--- config.mk ---
export PLATFORM = sky130hd
export DESIGN_NAME = alu_operand_issuer
export DESIGN_NICKNAME = d
export VERILOG_FILES = /design/src/rtl/alu_operand_issuer_pkg.sv /design/src/rtl/alu_operand_issuer_chk.sv /design/src/rtl/alu_operand_issuer.sv
export SDC_FILE = /design/constraint.sdc
export NUM_CORES = 1
export LEC_CHECK = 0
export ABC_AREA = 1
export ABC_CLOCK_PERIOD_IN_PS = 1300
export CAP_MARGIN = 30
export CORE_MARGIN = 1.5
export CORE_UTILIZATION = 43
export DETAILED_ROUTE_END_ITERATION = 10
export MAX_ROUTING_LAYER = met4
export PLACE_DENSITY = 0.84
export SLEW_MARGIN = 0
export SYNTH_ARGS = -nofsm -noshare
export SYNTH_HDL_FRONTEND = slang
export SYNTH_SLANG_ARGS = --single-unit
--- constraint.sdc ---
create_clock -name clk -period 1.3 [get_ports clk]
set_input_delay 0.195 -clock clk [delete_from_list [all_inputs] [get_ports clk]]
set_output_delay 0.195 -clock clk [all_outputs]
set_load 0.01 [all_outputs]
--- src/rtl/alu_operand_issuer_pkg.sv ---
// Shared definitions for the ALU operand issuer: operand width, FSM state
// encoding and the latency-countdown preset helper.
package alu_operand_issuer_pkg;

  // Default operand/sum width, matching the external unsigned adder.
  localparam int ALU_WIDTH = 8;

  // Width of the adder-latency countdown; covers latencies 1..15.
  localparam int LAT_CNT_W = 4;
  localparam int ADD_LATENCY_MIN = 1;
  localparam int ADD_LATENCY_MAX = 15;

  // Issuer sequencing states.
  typedef enum logic [2:0] {
    ST_LOAD1  = 3'd0,
    ST_LOAD2  = 3'd1,
    ST_ISSUE  = 3'd2,
    ST_WAIT   = 3'd3,
    ST_RESULT = 3'd4
  } state_e;

  // Countdown preset for the WAIT state. The state lasts 'latency' cycles,
  // so the counter starts at latency-1 and leaves WAIT when it reads zero.
  // Out-of-range latencies are clamped so the counter can never overflow.
  function automatic logic [LAT_CNT_W-1:0] wait_preset(input int latency);
    int clamped;
    if (latency < ADD_LATENCY_MIN) begin
      clamped = ADD_LATENCY_MIN;
    end else if (latency > ADD_LATENCY_MAX) begin
      clamped = ADD_LATENCY_MAX;
    end else begin
      clamped = latency;
    end
    return LAT_CNT_W'(clamped - 1);
  endfunction

endpackage

--- src/rtl/alu_operand_issuer_chk.sv ---
// Protocol checker for the operand issuer. Observes the registered outputs
// and state and flags illegal combinations; it drives nothing.
module alu_operand_issuer_chk
  import alu_operand_issuer_pkg::*;
(
  input logic   clk,
  input logic   rst_n,
  input state_e state,
  input logic   in_ready,
  input logic   valid,
  input logic   res_valid,
  input logic   busy
);

  // The adder strobe is a single-cycle pulse per operand pair.
  a_valid_pulse: assert property (@(posedge clk) disable iff (!rst_n)
    valid |=> !valid);

  // The adder strobe only appears while the pair is being issued.
  a_valid_in_issue: assert property (@(posedge clk) disable iff (!rst_n)
    valid |-> (state == ST_ISSUE));

  // Busy mirrors "not idle in LOAD1" at every clock.
  a_busy_state: assert property (@(posedge clk) disable iff (!rst_n)
    busy == (state != ST_LOAD1));

  // The issuer never accepts input while it is presenting a result.
  a_ready_vs_result: assert property (@(posedge clk) disable iff (!rst_n)
    !(in_ready && res_valid));

  // A presented result is only ever visible in the RESULT state.
  a_result_state: assert property (@(posedge clk) disable iff (!rst_n)
    res_valid |-> (state == ST_RESULT));

endmodule

--- src/rtl/alu_operand_issuer.sv ---
// ALU operand issuer: collects two operand bytes from a valid/ready stream,
// strobes them into an external fixed-latency adder, captures the sum after
// the adder latency and hands it back on a valid/ready result port.
// All outputs are registered.
module alu_operand_issuer
  import alu_operand_issuer_pkg::*;
#(
  parameter int WIDTH       = ALU_WIDTH,
  parameter int ADD_LATENCY = 2,
  parameter int CNT_W       = 16
) (
  input  logic             clk,
  input  logic             rst_n,
  input  logic [WIDTH-1:0] in_data_i,
  input  logic             in_valid_i,
  output logic             in_ready_o,
  output logic [WIDTH-1:0] op1_o,
  output logic [WIDTH-1:0] op2_o,
  output logic             valid_o,
  input  logic [WIDTH-1:0] sum_i,
  output logic [WIDTH-1:0] res_data_o,
  output logic             res_valid_o,
  input  logic             res_ready_i,
  output logic             busy_o,
  output logic [CNT_W-1:0] done_cnt_o
);

  localparam logic [LAT_CNT_W-1:0] LAT_PRESET = wait_preset(ADD_LATENCY);
  localparam logic [LAT_CNT_W-1:0] LAT_ZERO   = {LAT_CNT_W{1'b0}};
  localparam logic [LAT_CNT_W-1:0] LAT_ONE    = {{(LAT_CNT_W-1){1'b0}}, 1'b1};
  localparam logic [CNT_W-1:0]     DONE_ONE   = {{(CNT_W-1){1'b0}}, 1'b1};

  state_e               state_r;
  logic [LAT_CNT_W-1:0] lat_cnt_r;
  logic                 in_xfer_s;
  logic                 res_xfer_s;

  // Handshake completions, qualified by the registered ready/valid outputs.
  always_comb begin
    in_xfer_s  = in_valid_i & in_ready_o;
    res_xfer_s = res_valid_o & res_ready_i;
  end

  // Operand sequencing FSM with registered outputs and the inline latency countdown.
  always_ff @(posedge clk or negedge rst_n) begin
    if (!rst_n) begin
      state_r     <= ST_LOAD1;
      lat_cnt_r   <= LAT_ZERO;
      in_ready_o  <= 1'b0;
      op1_o       <= {WIDTH{1'b0}};
      op2_o       <= {WIDTH{1'b0}};
      valid_o     <= 1'b0;
      res_data_o  <= {WIDTH{1'b0}};
      res_valid_o <= 1'b0;
      busy_o      <= 1'b0;
      done_cnt_o  <= {CNT_W{1'b0}};
    end else begin
      case (state_r)
        ST_LOAD1: begin
          // Ready comes up on the first edge after reset and stays up here.
          in_ready_o <= 1'b1;
          if (in_xfer_s) begin
            op1_o   <= in_data_i;
            busy_o  <= 1'b1;
            state_r <= ST_LOAD2;
          end
        end

        ST_LOAD2: begin
          in_ready_o <= 1'b1;
          if (in_xfer_s) begin
            op2_o      <= in_data_i;
            in_ready_o <= 1'b0;
            valid_o    <= 1'b1;
            state_r    <= ST_ISSUE;
          end
        end

        ST_ISSUE: begin
          // The adder has sampled the pair; start timing its latency.
          valid_o   <= 1'b0;
          lat_cnt_r <= LAT_PRESET;
          state_r   <= ST_WAIT;
        end

        ST_WAIT: begin
          if (lat_cnt_r == LAT_ZERO) begin
            res_data_o  <= sum_i;
            res_valid_o <= 1'b1;
            state_r     <= ST_RESULT;
          end else begin
            lat_cnt_r <= lat_cnt_r - LAT_ONE;
          end
        end

        ST_RESULT: begin
          if (res_xfer_s) begin
            res_valid_o <= 1'b0;
            done_cnt_o  <= done_cnt_o + DONE_ONE;
            in_ready_o  <= 1'b1;
            busy_o      <= 1'b0;
            state_r     <= ST_LOAD1;
          end
        end

        default: begin
          // Unreachable encoding: fall back to a clean idle state.
          state_r     <= ST_LOAD1;
          lat_cnt_r   <= LAT_ZERO;
          in_ready_o  <= 1'b0;
          valid_o     <= 1'b0;
          res_valid_o <= 1'b0;
          busy_o      <= 1'b0;
        end
      endcase
    end
  end

  alu_operand_issuer_chk u_chk (
    .clk       (clk),
    .rst_n     (rst_n),
    .state     (state_r),
    .in_ready  (in_ready_o),
    .valid     (valid_o),
    .res_valid (res_valid_o),
    .busy      (busy_o)
  );

endmodule

# == Yosys cells after proc, flatten, opt, wreduce, memory -nomap -nowiden ==
# Cells that the tools add are included.
# totals
inputBits,20
wordCells,61
output_inout_bits,44
register_bits,51
# classes
n_addsub,2
eq_ne,9
bitwise_logic,7
n_mux,16
reduce_logical,17
# ops
operator,n
"adder 16 x 1 -> 16 bit, second input constant",1
case mux 3 bit (5 select lines),1
AND reduction 2 bit,7
two-way mux 3 bit,4
case mux 4 bit (3 select lines),1
OR reduction 3 bit,4
"inequality test 2 bit, second input constant",5
"== test 3 x 2 -> 1 bit, second input constant",2
case mux 1 bit (3 select lines),2
AND reduction 3 bit,2
two-way mux 1 bit,5
NOT 1 bit,5
zero test 4 bit,1
two-way mux 4 bit,1
case mux 1 bit (4 select lines),1
AND reduction 4 bit,1
"subtractor 4 x 1 -> 4 bit, second input constant",1
"== test 3 x 1 -> 1 bit, second input constant",1
"== test 3 bit, second input constant",1
zero test 3 bit,1
AND 1 bit,2
case mux 1 bit (2 select lines),1
OR reduction 2 bit,1

# == Longest topological paths before layout ==
# Gate-level depths: netlist (run 1).
# depth
word_depth,4
depth_mapped,8
mapped_depth_nobuf,8

# == Least setup slack after synthesis (run 1) ==
# No wires, ideal clock.
# synth_path
kind,register to register
start,reg done_cnt_o[1]
end,reg done_cnt_o[8]
period_less_slack_ns,1.363
path_buffers,0
t_arrival_ns,1.237
t_required_ns,1.174
setup_ns,0.126
slack_ns,-0.063
stages_incl_launch_ff,8
path_cell_list,dfrtp_1 > ha_1 > nand3_1 > inv_1 > nand2_1 > nor2_1 > nand2_1 > xnor2_1
# synth_between
elab_chain_cells,1
# synth_lines
item,line,text
"start, declared",alu_operand_issuer.sv:25,output logic [CNT_W-1:0] done_cnt_o
"start signal, assigned",alu_operand_issuer.sv:56,done_cnt_o <= {CNT_W{1'b0}};
"start signal, assigned",alu_operand_issuer.sv:99,done_cnt_o <= done_cnt_o + DONE_ONE;
adder 16 x 1 -> 16 bit,alu_operand_issuer.sv:99,
# No other way between the ends.
# A chain may end at the register's enable or synchronous reset.

# == Final worst setup path (run 1) ==
# layout_path
start,reg done_cnt_o[2]
end,reg done_cnt_o[15]
# The elaborated chain is that of the path after synthesis.

==> summary.md, run 1 <==
| Metric | Value |
|---|---|
| Status | finished with violations |
| Failing checks | setup timing |
| Largest fanout on the critical path | 4 |
| Initial Utilization | 0.441 |
| Post-synthesis average cell area | 8.60 um^2 |
| Count of distinct cell types in the synthesized netlist | 25 |
| Gate Count Post-Synth | between 200 and 300 |
| Root Buffer Master | sky130_fd_sc_hd__clkbuf_8 |
| Share of the cycle needed by the critical path after routing | 1.04 |
| Fill cell instance count of the final layout | approximately 450 |
| Post-detail-place hpwl | 3.73 mm |
| Total grt overflow | 0 |
| Final wirelength | 5.67 mm |
| Post-detailed-route count of antenna-violating nets | 0 |
| Number of setup violations in the final report | 3 |
| Largest net degree at the start of global routing | 52 |
| Met3 routing resource usage after global routing | 0.0329 |
| Number of nets in the final layout | around 410 |
| Overall die width | ~80 um |
| Power per standard cell area | 1760 nW/um^2 |
| Ys Warns | 0 |
| Max-slew violation count | 0 |
| Setup repair after global routing missed its margin | true |
| Number of search-and-repair iterations in the first detailed-routing pass | 4 |
| Share of synthesized area occupied by flip-flops and latches | 0.532 |
| Hold Slack | 0.406 ns |
| Synth top area cells | sky130_fd_sc_hd__dfrtp_1 53%, sky130_fd_sc_hd__nand2_1 14%, sky130_fd_sc_hd__inv_1 5.5% |
| Number of buffers added by the clock tree synthesis step | 5 |
| Total number of vias | between 2,000 and 2,500 |
| Yosys reg bits | slightly above 50 |
| GRT Total Usage | 0.193 |
| Number of global-route vias before repair | approximately 2,100 |
| Post-synthesis cell type with the largest combined area | sky130_fd_sc_hd__dfrtp_1 |
| Core region area | between 5000 and 6000 um^2 |
| Final critical delay including setup and external delays | 1.36 ns |
| Number of antenna violations at the first check in global routing | 0 |
| Path category of the worst min-delay check | in2async |
| Setup crit start kind | flip-flop |
| Placed standard-cell area | roughly 3300 um^2 |
| Share of the synthesized area in the top cell type | 0.532 |
| Max rail drop VDD | ~1400 uV |
| Met2 global-route usage | 0.330 |
| Boundary pin count | 64 |
| Die area | a little over 6000 um^2 |
| Synthesized cell area | roughly 2400 um^2 |
| CTS tree | yes |
| Worst r2r path cells | 8 |
| Prevailing post-synth register cell | sky130_fd_sc_hd__dfrtp_1 |
| Arrival time at the worst endpoint | roughly 1.6 ns |
| Sequential cell area | ~1300 um^2 |
| Routability congestion estimate from global placement | around 0.91 |
| Antenna diodes | 0 |
| Top achievable clock speed | 737 MHz |
| Initial detailed-routing violation count | slightly below 90 |
| Worst rel slew slack | 0.824 |
| Number of enable-type register cells in the synthesized netlist | 0 |
| Total nets after synthesis | slightly above 300 |
| Wire length of the first global-routing pass | 9.14 mm |
| Clk sink count | between 50 and 60 |
| Fraction of met1 tracks used by global routing | 0.228 |
| Leakage power | about 1.9 nW |
| Worst skew pair latency | approximately 0.30 ns |
| Post-synth top cells | 88 x sky130_fd_sc_hd__nand2_1, 51 x sky130_fd_sc_hd__dfrtp_1, 35 x sky130_fd_sc_hd__inv_1, 23 x sky130_fd_sc_hd__o21ai_1, 19 x sky130_fd_sc_hd__nor2_1 |
| Overall die height | slightly below 80 um |
| Max Clock Skew | around 0.0088 ns |
| Async set-or-reset flop fraction in the synthesized netlist | 1.00 |
| Via/cell ratio | between 4 and 5 |
| Max-capacitance violation count | 0 |
| Detail-routed net length per standard cell | 12.4 um |
| Min setup slack post-route | -0.0567 ns |
| Final sum of negative setup slack | -0.126 ns |
| Fin area | 3620 um^2 |
| Floorplan row count | 27 |
| CTS H-tree lvls | 2 |
| Crit. End Element | flip-flop |
| Multi-input gate area in the final layout | 1070 um^2 |
| DRC viols | 0 |
| Required @ worst endpoint | 1.50 ns |
| Share of layout cells above drive strength 1 | 0.266 |
| Final Hold Fails | 0 |
| CTS clock-pin slew for the worst setup and hold paths | about 0.10 ns |
| PnR Total Power | 6.38 mW |
| Area Overhead vs Synth | 51.1% |
| GRT Max-Usage Layer | met2 |
| Bufs on Longest Clock Path | 2 |
| Number of I/O port buffers | 63 |
| Slew at the pin with the worst max-slew slack | around 0.26 ns |
| Leading cell type by number of instances after synthesis | sky130_fd_sc_hd__nand2_1 |
| Critical path type | reg2reg |
registers in the layout, indices dropped and copies added, names as in the netlist, 3 cells and up:
| name | count |
|---|---|
| lat_cnt_r | 4 |
| state_r | 3 |
| res_data_o | 8 |
| op1_o | 8 |
| done_cnt_o | 16 |
| op2_o | 8 |
final timing paths:
check / endpoint / slack, ns / from
worst max-delay path: done_cnt_o[15] / -0.06 / done_cnt_o[2]
worst min-delay path: op1_o[2] / 0.41 / rst_n
worst max register to register: done_cnt_o[15] / -0.06 / done_cnt_o[2]
worst min register to register: valid_o / 0.48 / valid_o
max in group asynchronous: done_cnt_o[4] / 0.66 / rst_n
min in group clk: res_data_o[7] / 0.44 / sum_i[7]
metal layers:
layer / share of wire / vias up
met3: 0.047 / 14
li1: - / 1085
met5: 0 / -
met2: 0.51 / 68
met4: 0.019 / 0
met1: 0.43 / 1010
area by class of cell:
class | instances | area share
flip-flops and latches | 51 | 0.353
multi-input cells | 187 | 0.295
repair buffers | 103 | 0.252
inverters | 38 | 0.0407
well taps | 72 | 0.0249
clock buffers | 6 | 0.0228
clock inverters | 2 | 0.0107
layout by cell type (no fill, tap or decap):
master                            count
sky130_fd_sc_hd__xor2_1               5
sky130_fd_sc_hd__o21ai_1             24
sky130_fd_sc_hd__bufinv_16            1
sky130_fd_sc_hd__xnor2_1              5
sky130_fd_sc_hd__a21oi_1              5
sky130_fd_sc_hd__inv_1               33
sky130_fd_sc_hd__buf_4               33
sky130_fd_sc_hd__ha_2                 1
sky130_fd_sc_hd__dlygate4sd2_1       42
sky130_fd_sc_hd__nand3_2              3
sky130_fd_sc_hd__nor3_1               1
sky130_fd_sc_hd__buf_6                3
sky130_fd_sc_hd__o21ai_2              8
sky130_fd_sc_hd__nand2_2             16
sky130_fd_sc_hd__inv_6                1
sky130_fd_sc_hd__buf_12               3
sky130_fd_sc_hd__dfrtp_2              3
sky130_fd_sc_hd__nor2_2               4
sky130_fd_sc_hd__nand2_4              2
sky130_fd_sc_hd__clkbuf_8             6
sky130_fd_sc_hd__or2_2                1
sky130_fd_sc_hd__inv_4                2
sky130_fd_sc_hd__ha_1                 1
sky130_fd_sc_hd__nand4_1              5
sky130_fd_sc_hd__inv_2                3
sky130_fd_sc_hd__nor2_4               4
sky130_fd_sc_hd__xnor2_2              1
sky130_fd_sc_hd__nor2_1              14
sky130_fd_sc_hd__dlygate4sd3_1        1
sky130_fd_sc_hd__buf_2                1
sky130_fd_sc_hd__nand3_1              9
sky130_fd_sc_hd__ha_4                 1
sky130_fd_sc_hd__clkdlybuf4s50_1     18
sky130_fd_sc_hd__clkbuf_2             2
sky130_fd_sc_hd__nor3_2               1
sky130_fd_sc_hd__nand2_1             73
sky130_fd_sc_hd__nand3_4              3
sky130_fd_sc_hd__dfrtp_1             48
per-stage QoR:
stage | utilization | worst slack (ns) | cells
after global placement | 0.609 | -0.162 | 434
after global routing | 0.666 | -0.130 | 459
after CTS | 0.642 | 0.000943 | 455
final | 0.666 | -0.0567 | 459
after detailed placement | 0.609 | -0.174 | 434
after floorplan | - | -0.0174 | 279
critical path, cell delays in order (launching register included):
cell	delay, ns
sky130_fd_sc_hd__dfrtp_2	0.36
sky130_fd_sc_hd__buf_4	0.14
sky130_fd_sc_hd__nand2_1	0.06
sky130_fd_sc_hd__nor2_1	0.16
sky130_fd_sc_hd__nand2_1	0.14
sky130_fd_sc_hd__nor2_4	0.18
sky130_fd_sc_hd__nand4_1	0.11
sky130_fd_sc_hd__nand2_1	0.08
sky130_fd_sc_hd__inv_1	0.04
power by group:
part | total [mW] | switching (mW) | leakage [nW] | internal [mW]
combinational | 2.80 | 1.47 | 1.19 | 1.33
clock | 1.16 | 0.525 | 0.0618 | 0.633
sequential | 2.42 | 0.333 | 0.645 | 2.09
cells by family after synthesis:
kind of cell / synth area share
AO/OA/AOI/OAI: 0.0897
XOR/XNOR: 0.0402
adder cells (fa/ha/maj): 0.0157
buffers and inverters: 0.0694
flip-flops: 0.532
AND/OR/NAND/NOR: 0.253
what timing repair did:
action,in CTS,in global routing
buffers inserted,12,4
endpoints found under the hold margin,51,0
pin swaps,2,13
gates resized for setup,51,36
setup endpoints to repair,57,33
hold buffers,1,0
No activity file was read; power rests on OpenSTA's default activity.
==> run 2, diff against run 1 <==
--- a/config.mk
+++ b/config.mk
@@ -10,6 +10,7 @@
 export CAP_MARGIN = 30
 export CORE_MARGIN = 1.5
 export CORE_UTILIZATION = 43
+export CTS_CLUSTER_SIZE = 12
 export DETAILED_ROUTE_END_ITERATION = 10
 export MAX_ROUTING_LAYER = met4
 export PLACE_DENSITY = 0.84
==> results of run 2 <==
No change in the layout: final DEF, timing and power equal those of run 1.
==> run 3, diff against run 2 <==
--- a/config.mk
+++ b/config.mk
@@ -10,6 +10,7 @@
 export CAP_MARGIN = 30
 export CORE_MARGIN = 1.5
 export CORE_UTILIZATION = 43
+export CTS_CLUSTER_DIAMETER = 40
 export CTS_CLUSTER_SIZE = 12
 export DETAILED_ROUTE_END_ITERATION = 10
 export MAX_ROUTING_LAYER = met4
==> results of run 3 <==
No change in the layout: final DEF, timing and power equal those of run 1.
==> patch (config.mk and constraints of run 2) <==
The 5 states of `state_e` get a one-hot encoding in 5 bits.
--- a/src/rtl/alu_operand_issuer_pkg.sv
+++ b/src/rtl/alu_operand_issuer_pkg.sv
@@ -11,12 +11,12 @@
   localparam int ADD_LATENCY_MAX = 15;
 
   // Issuer sequencing states.
-  typedef enum logic [2:0] {
-    ST_LOAD1  = 3'd0,
-    ST_LOAD2  = 3'd1,
-    ST_ISSUE  = 3'd2,
-    ST_WAIT   = 3'd3,
-    ST_RESULT = 3'd4
+  typedef enum logic [4:0] {
+    ST_LOAD1  = 5'b00001,
+    ST_LOAD2  = 5'b00010,
+    ST_ISSUE  = 5'b00100,
+    ST_WAIT   = 5'b01000,
+    ST_RESULT = 5'b10000
   } state_e;
 
   // Countdown preset for the WAIT state. The state lasts 'latency' cycles,
Function: no difference found for any inputs over 10 cycles, from zero or initial values and one cycle with rst_n low; not proved beyond that.
==> patch against run 2 <==
- the flow still finishes with violations (setup timing)
- cell count rose by 17%
- count of clock-buffer cells in the layout fell by 1
- total power fell by 2.1%
- non-clock buffer count rose by 25
- worst setup slack got worse by 48 ps
- wire length rose by 37%
- cell area rose by 21%
- worst hold slack improved by 0.63 ps
- synthesized area rose by 12%
- maximum frequency fell by 3.4%
- sequential cell count rose by 2
- largest power group unchanged
==> patch: results (changes against run 2) <==
| Metric | Value |
|---|---|
| Most frequent cells after synthesis | nand2_1, dfrtp_1, inv_1 (unchanged) |
| Final Wtd Congestion | 0.858 (was 0.906) |
| CP arrival | 1650 ps (was 1560 ps) |
| Dominant cells by area after synthesis | dfrtp_1, nand2_1, inv_1 (unchanged) |
| Syn nets | 349 (was 302) |
| Fin worst setup slack | -105 ps (was -56.7 ps) |
| CP endpoint | lat_cnt_r[0] (was done_cnt_o[15]) |
| Failing checks | setup timing (unchanged) |
| Fin util | 73.4% (was 66.6%) |
| Largest net degree at the start of global routing | 54 (was 52) |
| DP Worst Slack | -322 ps (was -174 ps) |
| Vias in the first global route | 2811 (was 2146) |
| Post CTS Setup Buffer Count | 26 (was 12) |
| CP max-delay cell | dfstp_2 (was dfrtp_2) |
| Area after DPL | 0.00362 sq mm (was 0.00331 sq mm) |
| Setup TNS | -2090 ps (was -126 ps) |
| Synthesized area per cell | 8.21 sq um (was 8.60 sq um) |
| Fill count | 441 (was 449) |
| R2r startpoint | state_r[0] (was done_cnt_o[2]) |
| # resized after CTS | 93 (was 51) |
| Post-Place Cells | 491 (was 434) |
| Via total after detailed routing | 2742 (was 2177) |
| Status | finished, violations left (unchanged) |
| Drt total wl | 7800 microns (was 5670 microns) |
| Xor/xnor cell area share of the yosys netlist | 1.96% (was 4.02%) |
| Max rail drop VDD | 0.965 mV (was 1.45 mV) |
| Static Leak | 2.22 nW (was 1.90 nW) |
| Compound-gate portion of the synthesized area | 6.45% (was 8.97%) |
| Logic pwr share | 44.9% (was 43.9%) |
| Least-Margin Pin Slew | 285 ps (was 262 ps) |
| Final Hold Slack | 407 ps (was 406 ps) |
| Post-Synth Adder-Cell Area | 1.40% (was 1.56%) |
| First-pass GRT wire length | 12200 microns (was 9140 microns) |
| Setup violations, final | 44 (was 3) |
| Gr usage total | 24.4% (was 19.3%) |
| Crit path largest cell delay | 410 ps (was 360 ps) |
## patch: changes by cell type in the layout (fill, tap and decap cells not counted), moves of 7 or more
cell     delta
nor2_4     +11
nand2_4    +10
nor2_2      +7
nand2_1    +23
buf_6       +8
o21ai_1    -15
buf_4      +15
## patch: layer usage
| metal | part of all wire [%] | global-route usage (%) | vias to the layer above |
|---|---|---|---|
| met3 | 4.3 | 4.67 | 28 |
| met1 | 39 | 27.0 | 1321 |
| met2 | 53 | 43.0 | 87 |
| li1 | - | - | 1306 |
| met4 | 3.0 | 10.0 | 0 |
| met5 | 0 | - | - |
## patch: cell type report
type,instances,share of cell area (%)
Clock buffer,5,1.57
Clock inverter,3,1.00
Inverter,34,3.00
Multi-Input combinational cell,237,35.2
Sequential cell,53,30.5
Tap cell,75,2.15
Timing Repair Buffer,128,26.7
## patch: worst min-delay path, cell delays in order
cell and delay [ps]:
dlygate4sd3_1 520, buf_2 120, buf_12 260
